===== config.mk =====
export PLATFORM = sky130hd
export DESIGN_NAME = ras_call_ret_detect
export DESIGN_NICKNAME = d
export VERILOG_FILES = /design/src/rtl/bpu_pkg.sv /design/src/rtl/ras_link_classify.sv /design/src/rtl/ras_call_ret_detect.sv
export SDC_FILE = /design/constraint.sdc
export NUM_CORES = 1
export LEC_CHECK = 0
export BUFFER_PORTS_ARGS = -buffer_cell sky130_fd_sc_hd__buf_2
export CAP_MARGIN = 25
export CORE_UTILIZATION = 49
export CTS_BUF_LIST = sky130_fd_sc_hd__clkbuf_16
export CTS_CLUSTER_SIZE = 40
export DETAILED_ROUTE_END_ITERATION = 7
export GPL_TIMING_DRIVEN = 0
export PLACE_DENSITY_LB_ADDON = 0.2
export RECOVER_POWER = 100
export SLEW_MARGIN = 15
export SYNTH_ARGS = -nofsm -noshare
export SYNTH_HDL_FRONTEND = slang
export SYNTH_SLANG_ARGS = --single-unit

===== constraint.sdc =====
create_clock -name CLK -period 2.2 [get_ports CLK]
set_input_delay 0.44 -clock CLK [delete_from_list [all_inputs] [get_ports CLK]]
set_output_delay 0.44 -clock CLK [all_outputs]
set_load 0.05 [all_outputs]

===== src/rtl/bpu_pkg.sv =====
// ============================================================================
// Module  : bpu_pkg
// Brief   : Shared BPU encodings and call/return classification helpers.
// Revision: 1.0 - initial release
// ============================================================================
`default_nettype none

package bpu_pkg;

  localparam logic [6:0] OPC_JAL  = 7'b1101111;
  localparam logic [6:0] OPC_JALR = 7'b1100111;
  localparam logic [4:0] REG_RA   = 5'd1;
  localparam logic [4:0] REG_T0   = 5'd5;

  typedef enum logic [1:0] {
    CR_NONE = 2'd0,
    CR_CALL = 2'd1,
    CR_RET  = 2'd2
  } cr_kind_t;

  // Link-register hint: x1 always, x5 only when the alternate link is enabled.
  function automatic logic is_link(input logic [4:0] r, input logic link_x5);
    return (r == REG_RA) || (link_x5 && (r == REG_T0));
  endfunction

endpackage

`default_nettype wire


===== src/rtl/ras_link_classify.sv =====
// ============================================================================
// Module  : ras_link_classify
// Brief   : Combinational call/return classifier for a 32-bit RISC-V instr.
// Revision: 1.0 - initial release
// ============================================================================
`default_nettype none

module ras_link_classify
  import bpu_pkg::*;
#(
  parameter bit LINK_X5 = 1'b1
) (
  input  logic        valid,
  input  logic [31:0] instr,
  output cr_kind_t    kind
);

  logic [6:0] w_opcode;
  logic [2:0] w_funct3;
  logic [4:0] w_rd;
  logic [4:0] w_rs1;
  logic       w_rd_link;
  logic       w_rs1_link;
  logic       w_unused;

  assign w_opcode   = instr[6:0];
  assign w_funct3   = instr[14:12];
  assign w_rd       = instr[11:7];
  assign w_rs1      = instr[19:15];
  assign w_rd_link  = is_link(w_rd, LINK_X5);
  assign w_rs1_link = is_link(w_rs1, LINK_X5);
  assign w_unused   = ^instr[31:20];

  // A link destination always wins: rd==rs1 and co-routine swaps push only.
  always_comb begin
    kind = CR_NONE;
    if (valid && (instr[1:0] == 2'b11)) begin
      if (w_opcode == OPC_JAL) begin
        if (w_rd_link) kind = CR_CALL;
      end else if ((w_opcode == OPC_JALR) && (w_funct3 == 3'b000)) begin
        if (w_rd_link)       kind = CR_CALL;
        else if (w_rs1_link) kind = CR_RET;
      end
    end
  end

endmodule

`default_nettype wire


===== src/rtl/ras_call_ret_detect.sv =====
// ============================================================================
// Module  : ras_call_ret_detect
// Brief   : Pipelined call/return pre-decoder feeding the BPU return stack.
// Revision: 1.0 - initial release
// ============================================================================
`default_nettype none

module ras_call_ret_detect
  import bpu_pkg::*;
#(
  parameter int CNT_W   = 16,
  parameter bit LINK_X5 = 1'b1
) (
  input  logic             CLK,
  input  logic             RST,
  input  logic             BPU__Stall,
  input  logic             Flush,
  input  logic             IF_Valid,
  input  logic [31:0]      IF_Instr,
  input  logic [31:0]      IF_PC,
  output logic             CALL_Inst,
  output logic [31:0]      CALL_Inst_nextPC,
  output logic             RET_Inst,
  output logic             RET_Inst_EX,
  output logic [CNT_W-1:0] Call_Count,
  output logic [CNT_W-1:0] Ret_Count
);

  localparam logic [31:0] c_INSTR_BYTES = 32'd4;

  cr_kind_t          w_kind;
  logic              r_id_call;
  logic              r_id_ret;
  logic [31:0]       r_id_npc;
  logic              r_ex_ret;
  logic [CNT_W-1:0]  r_call_cnt;
  logic [CNT_W-1:0]  r_ret_cnt;
  logic              w_advance;

  ras_link_classify #(
    .LINK_X5 (LINK_X5)
  ) u_classify (
    .valid (IF_Valid),
    .instr (IF_Instr),
    .kind  (w_kind)
  );

  assign w_advance = !BPU__Stall && !Flush;

  // Flush beats stall; nextPC is left alone on flush since flags are cleared.
  always_ff @(posedge CLK) begin
    if (RST) begin
      r_id_call <= 1'b0;
      r_id_ret  <= 1'b0;
      r_id_npc  <= 32'd0;
      r_ex_ret  <= 1'b0;
    end else if (Flush) begin
      r_id_call <= 1'b0;
      r_id_ret  <= 1'b0;
      r_ex_ret  <= 1'b0;
    end else if (!BPU__Stall) begin
      r_id_call <= (w_kind == CR_CALL);
      r_id_ret  <= (w_kind == CR_RET);
      r_ex_ret  <= r_id_ret;
      if (w_kind == CR_CALL) r_id_npc <= IF_PC + c_INSTR_BYTES;
    end
  end

  // Counting the registered ID flag only on advancing cycles means a held
  // pulse is counted exactly once, when it leaves ID.
  always_ff @(posedge CLK) begin
    if (RST) begin
      r_call_cnt <= '0;
      r_ret_cnt  <= '0;
    end else if (w_advance) begin
      if (r_id_call && (r_call_cnt != {CNT_W{1'b1}}))
        r_call_cnt <= r_call_cnt + CNT_W'(1);
      if (r_id_ret && (r_ret_cnt != {CNT_W{1'b1}}))
        r_ret_cnt <= r_ret_cnt + CNT_W'(1);
    end
  end

  assign CALL_Inst        = r_id_call;
  assign RET_Inst         = r_id_ret;
  assign CALL_Inst_nextPC = r_id_npc;
  assign RET_Inst_EX      = r_ex_ret;
  assign Call_Count       = r_call_cnt;
  assign Ret_Count        = r_ret_cnt;

endmodule

`default_nettype wire


; ---- Word-level counts from Yosys, hierarchy flattened
; Cells that the tools add are included.
[classes]
addsub = 3
n_eq_ne = 11
muxes = 6
bitwise_logic = 2
n_reduce_logical = 14
[op_table]
columns = operator, count
row1 = 16-bit by 1-bit adder with 16-bit output (second input constant), 2
row2 = 32-bit by 3-bit adder with 32-bit output (second input constant), 1
row3 = 16-bit != test (second input constant), 2
row4 = 7-bit == test (second input constant), 2
row5 = 5-bit by 1-bit == test with 1-bit output (second input constant), 2
row6 = 5-bit by 3-bit == test with 1-bit output (second input constant), 2
row7 = 2-bit 2-to-1 mux, 5
row8 = 1-bit logical AND, 5
row9 = 2-bit == test (second input constant), 2
row10 = 2-bit AND reduction, 2
row11 = 3-bit logical NOT, 1
row12 = 3-bit AND reduction, 1
row13 = 2-bit by 1-bit == test with 1-bit output (second input constant), 1
row14 = 1-bit logical NOT, 2
row15 = 1-bit logical OR, 2
row16 = 1-bit NOT, 2
row17 = 2-bit OR reduction, 1
row18 = 1-bit 2-to-1 mux, 1
[totals]
ff_bits = 67
inputBits = 69

; ---- Logic depth before layout (Yosys ltp)
; Gate-level depths: netlist of run 1.
[logic_depth]
word_depth = 9
ltp_mapped = 7
mapped_depth_nobuf = 6

; ---- By module
; Synthesis of run 1 repeated with hierarchy kept, for this count alone.
[unflattened]
hier_cells = 432
area_unflattened_um2 = 3587.2
[modules_own_cells]
columns = mod, instances, cells_each, area_each_um2, seq_area_each_um2
row1 = ras_call_ret_detect, 1, 423, 3524.6, 1341.3
row2 = ras_link_classify, 1, 9, 62.6, 0.0

; ---- Worst setup path before layout of run 1
; No wires, ideal clock.
[synth_path]
path_type = reg2reg
startpoint = register r_ret_cnt[0] (netlist: Ret_Count[0])
endpoint = register r_ret_cnt[1] (netlist: Ret_Count[1])
setup_time_ps = 128
t_arrival_ps = 1997
setup_slack_ps = 75
stages_incl_launch_ff = 7
synth_period_minus_slack_ps = 2125
path_cell_list = dfxtp_1 > ha_1 > and4_1 > nand3_1 > o21ai_0 > mux2i_1 > nor2_1
[synth_between]
elab_chain_len = 3
word_cells_on_any_way = 4
classes_between = 1 x add/sub / 1 x eq/ne / 2 x reduce/logical
[synth_lines]
columns = item, line
row1 = start: declaration, ras_call_ret_detect.sv:37  ; logic [CNT_W-1:0] r_ret_cnt;
row2 = start signal: assignment, ras_call_ret_detect.sv:79  ; r_ret_cnt <= r_ret_cnt + CNT_W'(1);
row3 = "parallel branches: the longest is 3 deep, another holds 16-bit by 1-bit adder with 16-bit output", -
; Several ways; the timed one is not identified.
; A chain may end at the register's enable or synchronous reset.

; ---- Final worst setup path of run 1
; Same ends and word-level chain as after synthesis.

==> results of run 1 <==
==> layout by cell type (no fill, tap or decap), drive strengths merged, types with 2 or more instances in the layout <==
master   instances
nand3           21
nor3b            3
and3             4
a31oi            2
o21ai            9
nand4           16
mux2i            3
nor3            26
ha               3
buf             64
a21oi           12
o2111ai          2
a211oi          29
dfxtp           67
inv             11
or4              3
a311oi           3
and4            11
or3              3
nand2           23
or4b             2
xor2            18
clkinv           2
clkbuf          87
xnor2           32
nor4             7
nor2            64
==> worst max path at each step <==
| stage | to | startpoint | depth (start not counted) |
|---|---|---|---|
| 2_1_floorplan | Ret_Count[1]$_SDFFE_PP0P_ | Ret_Count[0]$_SDFFE_PP0P_ | 6 |
| 3_3_place_gp | Call_Count[14]$_SDFFE_PP0P_ | BPU__Stall | 7 |
| 3_5_place_dp | Call_Count[14]$_SDFFE_PP0P_ | BPU__Stall | 7 |
| 4_1_cts | Call_Count[14]$_SDFFE_PP0P_ | BPU__Stall | 7 |
| 5_1_grt | CALL_Inst_nextPC[5]$_SDFFE_PP0P_ | IF_Instr[8] | 8 |
| 6_report | Ret_Count[1]$_SDFFE_PP0P_ | Ret_Count[0]$_SDFFE_PP0P_ | 6 |
==> Yosys cell counts (3+ instances only) <==
cell,number
dfxtp_1,67
nor2_1,64
xnor2_1,32
a211oi_1,25
nand2_1,23
nand3_1,19
xor2_1,18
nor3_1,17
nand4_1,16
a21oi_1,12
and4_1,9
nor3_2,9
inv_1,8
o21ai_0,8
clkbuf_1,6
buf_2,5
a211oi_2,4
and3_1,4
buf_4,4
a311oi_1,3
ha_1,3
mux2i_1,3
nor3b_1,3
nor4_1,3
nor4_4,3
or3_1,3
or4_1,3
==> routing by layer <==
layer  up-vias  global-route usage  wire [um]
li1       1711                   -          -
met1      1569               0.335       4200
met2       115               0.360       3890
met3        16              0.0414        496
met4         0               0.109        174
met5         -                   0          0
==> power groups by stage <==
stage | Combinational (W) | Clock, W | Sequential, W
after global routing | 0.000174 | 0.00142 | 0.00121
after floorplan | 0.0000724 | 0 | 0.00124
final | 0.000158 | 0.00134 | 0.00121
after global placement | 0.000154 | 0 | 0.00124
after detailed placement | 0.000156 | 0 | 0.00124
after CTS | 0.000158 | 0.00137 | 0.00121
==> logic make-up (layout without fill, tap and decap cells) <==
kind of cell	Yosys count	count (layout)	synth area share
AND/OR/NAND/NOR	186	186	0.302
flip-flops	67	67	0.387
AO/OA/AOI/OAI	62	62	0.127
XOR/XNOR	50	50	0.126
buffers and inverters	26	165	0.0390
adder cells (fa/ha/maj)	3	3	0.0108
multiplexers	3	3	0.00866
==> what timing repair did <==
action	CTS	global route
setup endpoints to repair	0	6
resized for setup	0	1
setup buffers	0	5
==> state kept, by name, indices dropped and copies added, names as in the netlist <==
signal            flops
CALL_Inst             1
CALL_Inst_nextPC     32
Call_Count           16
RET_Inst              1
RET_Inst_EX           1
Ret_Count            16
==> worst reg2reg max path, cell delays in order, from the launching register on <==
cell and delay (ns):
dfxtp_1 0.41, ha_1 0.25, and4_1 0.24, nand3_1 0.28
o21ai_0 0.42, mux2i_1 0.23, nor2_1 0.05
==> layout make-up <==
cell class,count,area [um2]
Fill cell,641,2430
Multi-Input combinational cell,304,1980
Sequential cell,67,1340
Timing Repair Buffer,124,546
Clock buffer,9,225
Tap cell,96,120
Buffer,18,105
Clock inverter,6,51.3
Inverter,8,30.0
==> per-stage QoR <==
| step | TNS [ns] | util | power (W) | setup WS [ns] | std cells |
|---|---|---|---|---|---|
| after floorplan | 0 | - | 0.00131 | 0.0751 | 397 |
| after global placement | -1.50 | 0.612 | 0.00139 | -0.188 | 612 |
| after detailed placement | -2.57 | 0.612 | 0.00140 | -0.223 | 612 |
| after CTS | 0 | 0.653 | 0.00274 | 0.101 | 627 |
| after global routing | 0 | 0.645 | 0.00281 | 0.0259 | 632 |
| final | 0 | 0.645 | 0.00272 | 0.193 | 632 |
==> impl_metrics.env, run 1 <==
export IMPL_layout_drive_gt1_share=0.188
export IMPL_synth_warnings=0
export IMPL_ant_nets=0
export IMPL_h_tree_depth=3
export IMPL_setup_violations=0
export IMPL_hold_path_end="CALL_Inst_nextPC[2]$_SDFFE_PP0P_"
export IMPL_start_util=0.508
export IMPL_hold_depth=2
export IMPL_p_leak_nw=1.49
export IMPL_outcome="finished clean"
export IMPL_critPathCaptureType="register"
export IMPL_die_area_mm2=0.00742
export IMPL_diodes=0
export IMPL_finalCriticalPeriod_ns=2.01
export IMPL_final_period_utilization=0.912
export IMPL_crit_fanout=10
export IMPL_post_drt_wl_per_cell_um=13.9
export IMPL_crit_buf_inv=0
export IMPL_clock_skew_ns=0.00419
export IMPL_required_ns=2.39
export IMPL_max_stage_delay_ns=0.42
export IMPL_timing_rr_end="Ret_Count[1]$_SDFFE_PP0P_"
export IMPL_post_drt_via_cell_ratio=5.40
export IMPL_internal_power_w=0.00213
export IMPL_power_density_mw_per_mm2=617
export IMPL_seq_area_frac_synth=0.387
export IMPL_ys_ff_latch=67
export IMPL_clockRootBuffer="clkbuf_16"
export IMPL_p_comb_frac=0.058
export IMPL_hold_slack_ns=0.357
export IMPL_drc=0
export IMPL_worstRegToRegCells=6
export IMPL_worstMarginPinSlew_ns=0.644
export IMPL_vias=3411
export IMPL_grt_pass1_vias=2984
export IMPL_grt_util_all_layers=0.240
export IMPL_portBuffers=119
export IMPL_holdBufCountCts=0
export IMPL_antenna_found_initial=0
export IMPL_yosysUniqueCellTypes=44
export IMPL_fin_area_mm2=0.00440
export IMPL_ys_top_cells_by_area="dfxtp_1 39%, xnor2_1 8.1%, nor2_1 6.9%"
export IMPL_grt_max_degree=11
export IMPL_synthArstFlopShare=0
export IMPL_r2r_setup_slack_ns=0.19
export IMPL_grt_overflow=0
export IMPL_cp_data_arrival_time_ns=2.20
export IMPL_clock_sinks=67
export IMPL_rows=30
export IMPL_clk_pin_slew_worst_paths_ns=0.05
export IMPL_dr_first_iter_drc_count=124
export IMPL_fmax_mhz=498
export IMPL_hp_start="IF_PC[2]"
export IMPL_placed_area_mm2=0.00418
export IMPL_hold_viol_final=0
export IMPL_syn_avg_cell_area_um2=8.74
export IMPL_area_delta_synth_final_pct=26.9
export IMPL_slowest_stage="o21ai_0"
export IMPL_synthCells=397
export IMPL_core_area_mm2=0.00683
export IMPL_io_pins=136
export IMPL_dpl_hpwl_um=6370
export IMPL_cts_tree="built"
export IMPL_syn_area_mm2=0.00347
export IMPL_timing_rr_start="Ret_Count[0]$_SDFFE_PP0P_"
export IMPL_cts_buffers=9
export IMPL_clk_latency_ns=0.32
export IMPL_first_pass_iters=6
export IMPL_cp_top_family="simple AND/OR/NAND/NOR gates"
export IMPL_gp_congestion=0.815
export IMPL_die_w_um=86.1
export IMPL_crit_chain="ha_1, and4_1, nand3_1, o21ai_0, mux2i_1, nor2_1"
export IMPL_maxCapViolCount=0
export IMPL_die_h_um=86.1
export IMPL_clock_tree_buffer_depth=2
export IMPL_grt_pass1_wl_um=14000
export IMPL_synth_main_ff_cell="dfxtp_1"
export IMPL_p_sw_w=0.000583
export IMPL_rsz0062_at_grt="false"
export IMPL_routed_wl_um=8760
export IMPL_netSwitchingFraction=0.214
export IMPL_hold_class="in -> reg"
export IMPL_clkPwrFrac=0.495
export IMPL_maxSlewHeadroom=0.572
export IMPL_synth_edf_count=0
export IMPL_syn_nets=469
export IMPL_yosys_area_top_type="dfxtp_1"
export IMPL_seqPwrFrac=0.447
export IMPL_start_kind="register"
export IMPL_nets=604
export IMPL_synth_top_cell_area_share=0.387
export IMPL_criticalPathCategory="reg -> reg"
export IMPL_drv_slew=0
export IMPL_peakVddDrop_mv=0.493
No activity file was read; power rests on OpenSTA's default activity.
==> run 2, diff against run 1 <==
Settings changed: CTS_BUF_LIST sky130_fd_sc_hd__clkbuf_16 to unset.
==> run 2 against run 1 <==
Compared with the run above: sequential power is essentially flat; clock skew grew 0.0038 ns; first-iteration DRC count shrank 3.2%; setup slack lost 0.026 ns; critical path depth is the same; maximum frequency shrank 1.3%; critical path type unchanged.
==> impl_metrics.env, run 2 (synthesized netlist as in run 1, its figures left out) <==
export IMPL_outcome="finished clean"
export IMPL_final_period_utilization=0.924
export IMPL_post_route_util=0.627
export IMPL_drc=0
export IMPL_layout_commonest_cell="clkbuf_1"
export IMPL_routed_wl_um=8620
export IMPL_finalCriticalPeriod_ns=2.03
export IMPL_hold_depth=2
export IMPL_grt_pass1_wl_um=13900
export IMPL_hold_slack_ns=0.350
export IMPL_critPathCaptureType="register"
export IMPL_clockRootBuffer="clkbuf_8"
export IMPL_clk_latency_ns=0.33
export IMPL_hp_start="IF_PC[2]"
export IMPL_power_density_mw_per_mm2=544
export IMPL_diodes=0
export IMPL_clock_sinks=67
export IMPL_final_cell_mix="76 x clkbuf_1, 67 x dfxtp_1, 64 x nor2_1"
export IMPL_drv_slew=0
export IMPL_nets=601
export IMPL_grt_util_all_layers=0.236
export IMPL_rsz0062_at_grt="false"
export IMPL_cts_tree="built"
export IMPL_layout_drive_gt1_share=0.188
export IMPL_h_tree_depth=3
export IMPL_dpl_hpwl_um=6370
export IMPL_peakVddDrop_mv=0.395
export IMPL_criticalPathCategory="reg -> reg"
export IMPL_grt_overflow=0
export IMPL_hold_class="in -> reg"
export IMPL_first_pass_iters=4
export IMPL_post_drt_wl_per_cell_um=13.7
export IMPL_grt_pass1_vias=2969
export IMPL_start_kind="register"
export IMPL_clock_skew_ns=0.00800
export IMPL_portBuffers=119
export IMPL_core_area_mm2=0.00683
export IMPL_maxCapViolCount=0
export IMPL_setup_violations=0
export IMPL_fmax_mhz=492
export IMPL_startpoint="Ret_Count[0]$_SDFFE_PP0P_"
export IMPL_required_ns=2.39
export IMPL_worstMarginPinSlew_ns=0.651
export IMPL_vias=3362
export IMPL_grt_max_degree=11
export IMPL_area_delta_synth_final_pct=23.5
export IMPL_antenna_found_initial=0
export IMPL_cts_buffers=9
export IMPL_post_drt_via_cell_ratio=5.34
export IMPL_worstRegToRegCells=6
export IMPL_clk_pin_slew_worst_paths_ns=0.07
export IMPL_die_h_um=86.1
export IMPL_io_pins=136
export IMPL_p_leak_nw=1.42
export IMPL_nFillCells=665
export IMPL_maxSlewHeadroom=0.568
export IMPL_holdBufCountCts=0
export IMPL_timing_rr_start="Ret_Count[0]$_SDFFE_PP0P_"
export IMPL_gp_congestion=0.815
export IMPL_rows=30
export IMPL_p_total_w=0.00233
export IMPL_start_util=0.508
export IMPL_dr_first_iter_drc_count=120
export IMPL_cp_data_arrival_time_ns=2.23
export IMPL_die_area_mm2=0.00742
export IMPL_hold_viol_final=0
export IMPL_crit_fanout=10
export IMPL_clock_tree_buffer_depth=2
export IMPL_ant_nets=0
export IMPL_largest_register_ffs=32
export IMPL_die_w_um=86.1
run 2: power by group:
part           total (W)  internal [W]  switching [W]
Sequential       0.00121       0.00121   0.0000000343
Clock           0.000961      0.000516       0.000445
Combinational   0.000158     0.0000668      0.0000911
run 2: routing by layer:
metal	part of all wire	GRT usage	vias to the layer above	wire length, um
met4	0.013	0.0970	0	112
li1	-	-	1698	-
met2	0.45	0.356	92	3850
met5	0	0	-	0
met1	0.49	0.333	1561	4260
met3	0.046	0.0395	11	400
run 2: path summary, 6_finish.rpt:
kind                                            to  slack [ns]
hold reg to reg   CALL_Inst_nextPC[3]$_SDFFE_PP0P_        0.47
setup reg to reg         Ret_Count[1]$_SDFFE_PP0P_        0.17
setup / recovery         Ret_Count[1]$_SDFFE_PP0P_        0.17
hold / removal    CALL_Inst_nextPC[2]$_SDFFE_PP0P_        0.35
run 2: through the flow:
| stage | setup TNS [ns] | setup WS (ns) | cell area, um2 | instances |
|---|---|---|---|---|
| 2_1_floorplan | 0 | 0.0751 | 3470 | 397 |
| 3_3_place_gp | -1.50 | -0.188 | 4180 | 612 |
| 3_5_place_dp | -2.57 | -0.223 | 4180 | 612 |
| 4_1_cts | 0 | 0.116 | 4360 | 627 |
| 5_1_grt | 0 | 0.0189 | 4280 | 629 |
| 6_report | 0 | 0.167 | 4280 | 629 |
run 2: worst max-delay path: stages, from the launching register on:
cell and delay (ns):
dfxtp_1 0.44, ha_1 0.25, and4_1 0.24, nand3_1 0.27, o21ai_0 0.42, mux2i_1 0.23, nor2_1 0.05
run 2: timing repair:
action / 4_1_cts / 5_1_grt
buffers inserted: 0 / 2
setup endpoints to repair: 0 / 3
endpoints found under the hold margin: 0 / 0
resized for setup: 0 / 2
run 2: layout make-up:
| class | instances | area, um2 | share of cell area |
|---|---|---|---|
| buffer | 18 | 103 | 0.0239 |
| clock inverter | 3 | 40.0 | 0.00935 |
| multi-input combinational | 304 | 1990 | 0.464 |
| inverter | 8 | 30.0 | 0.00701 |
| clock buffer | 12 | 135 | 0.0315 |
| tap | 96 | 120 | 0.0280 |
| sequential | 67 | 1340 | 0.313 |
| timing repair buffer | 121 | 527 | 0.123 |
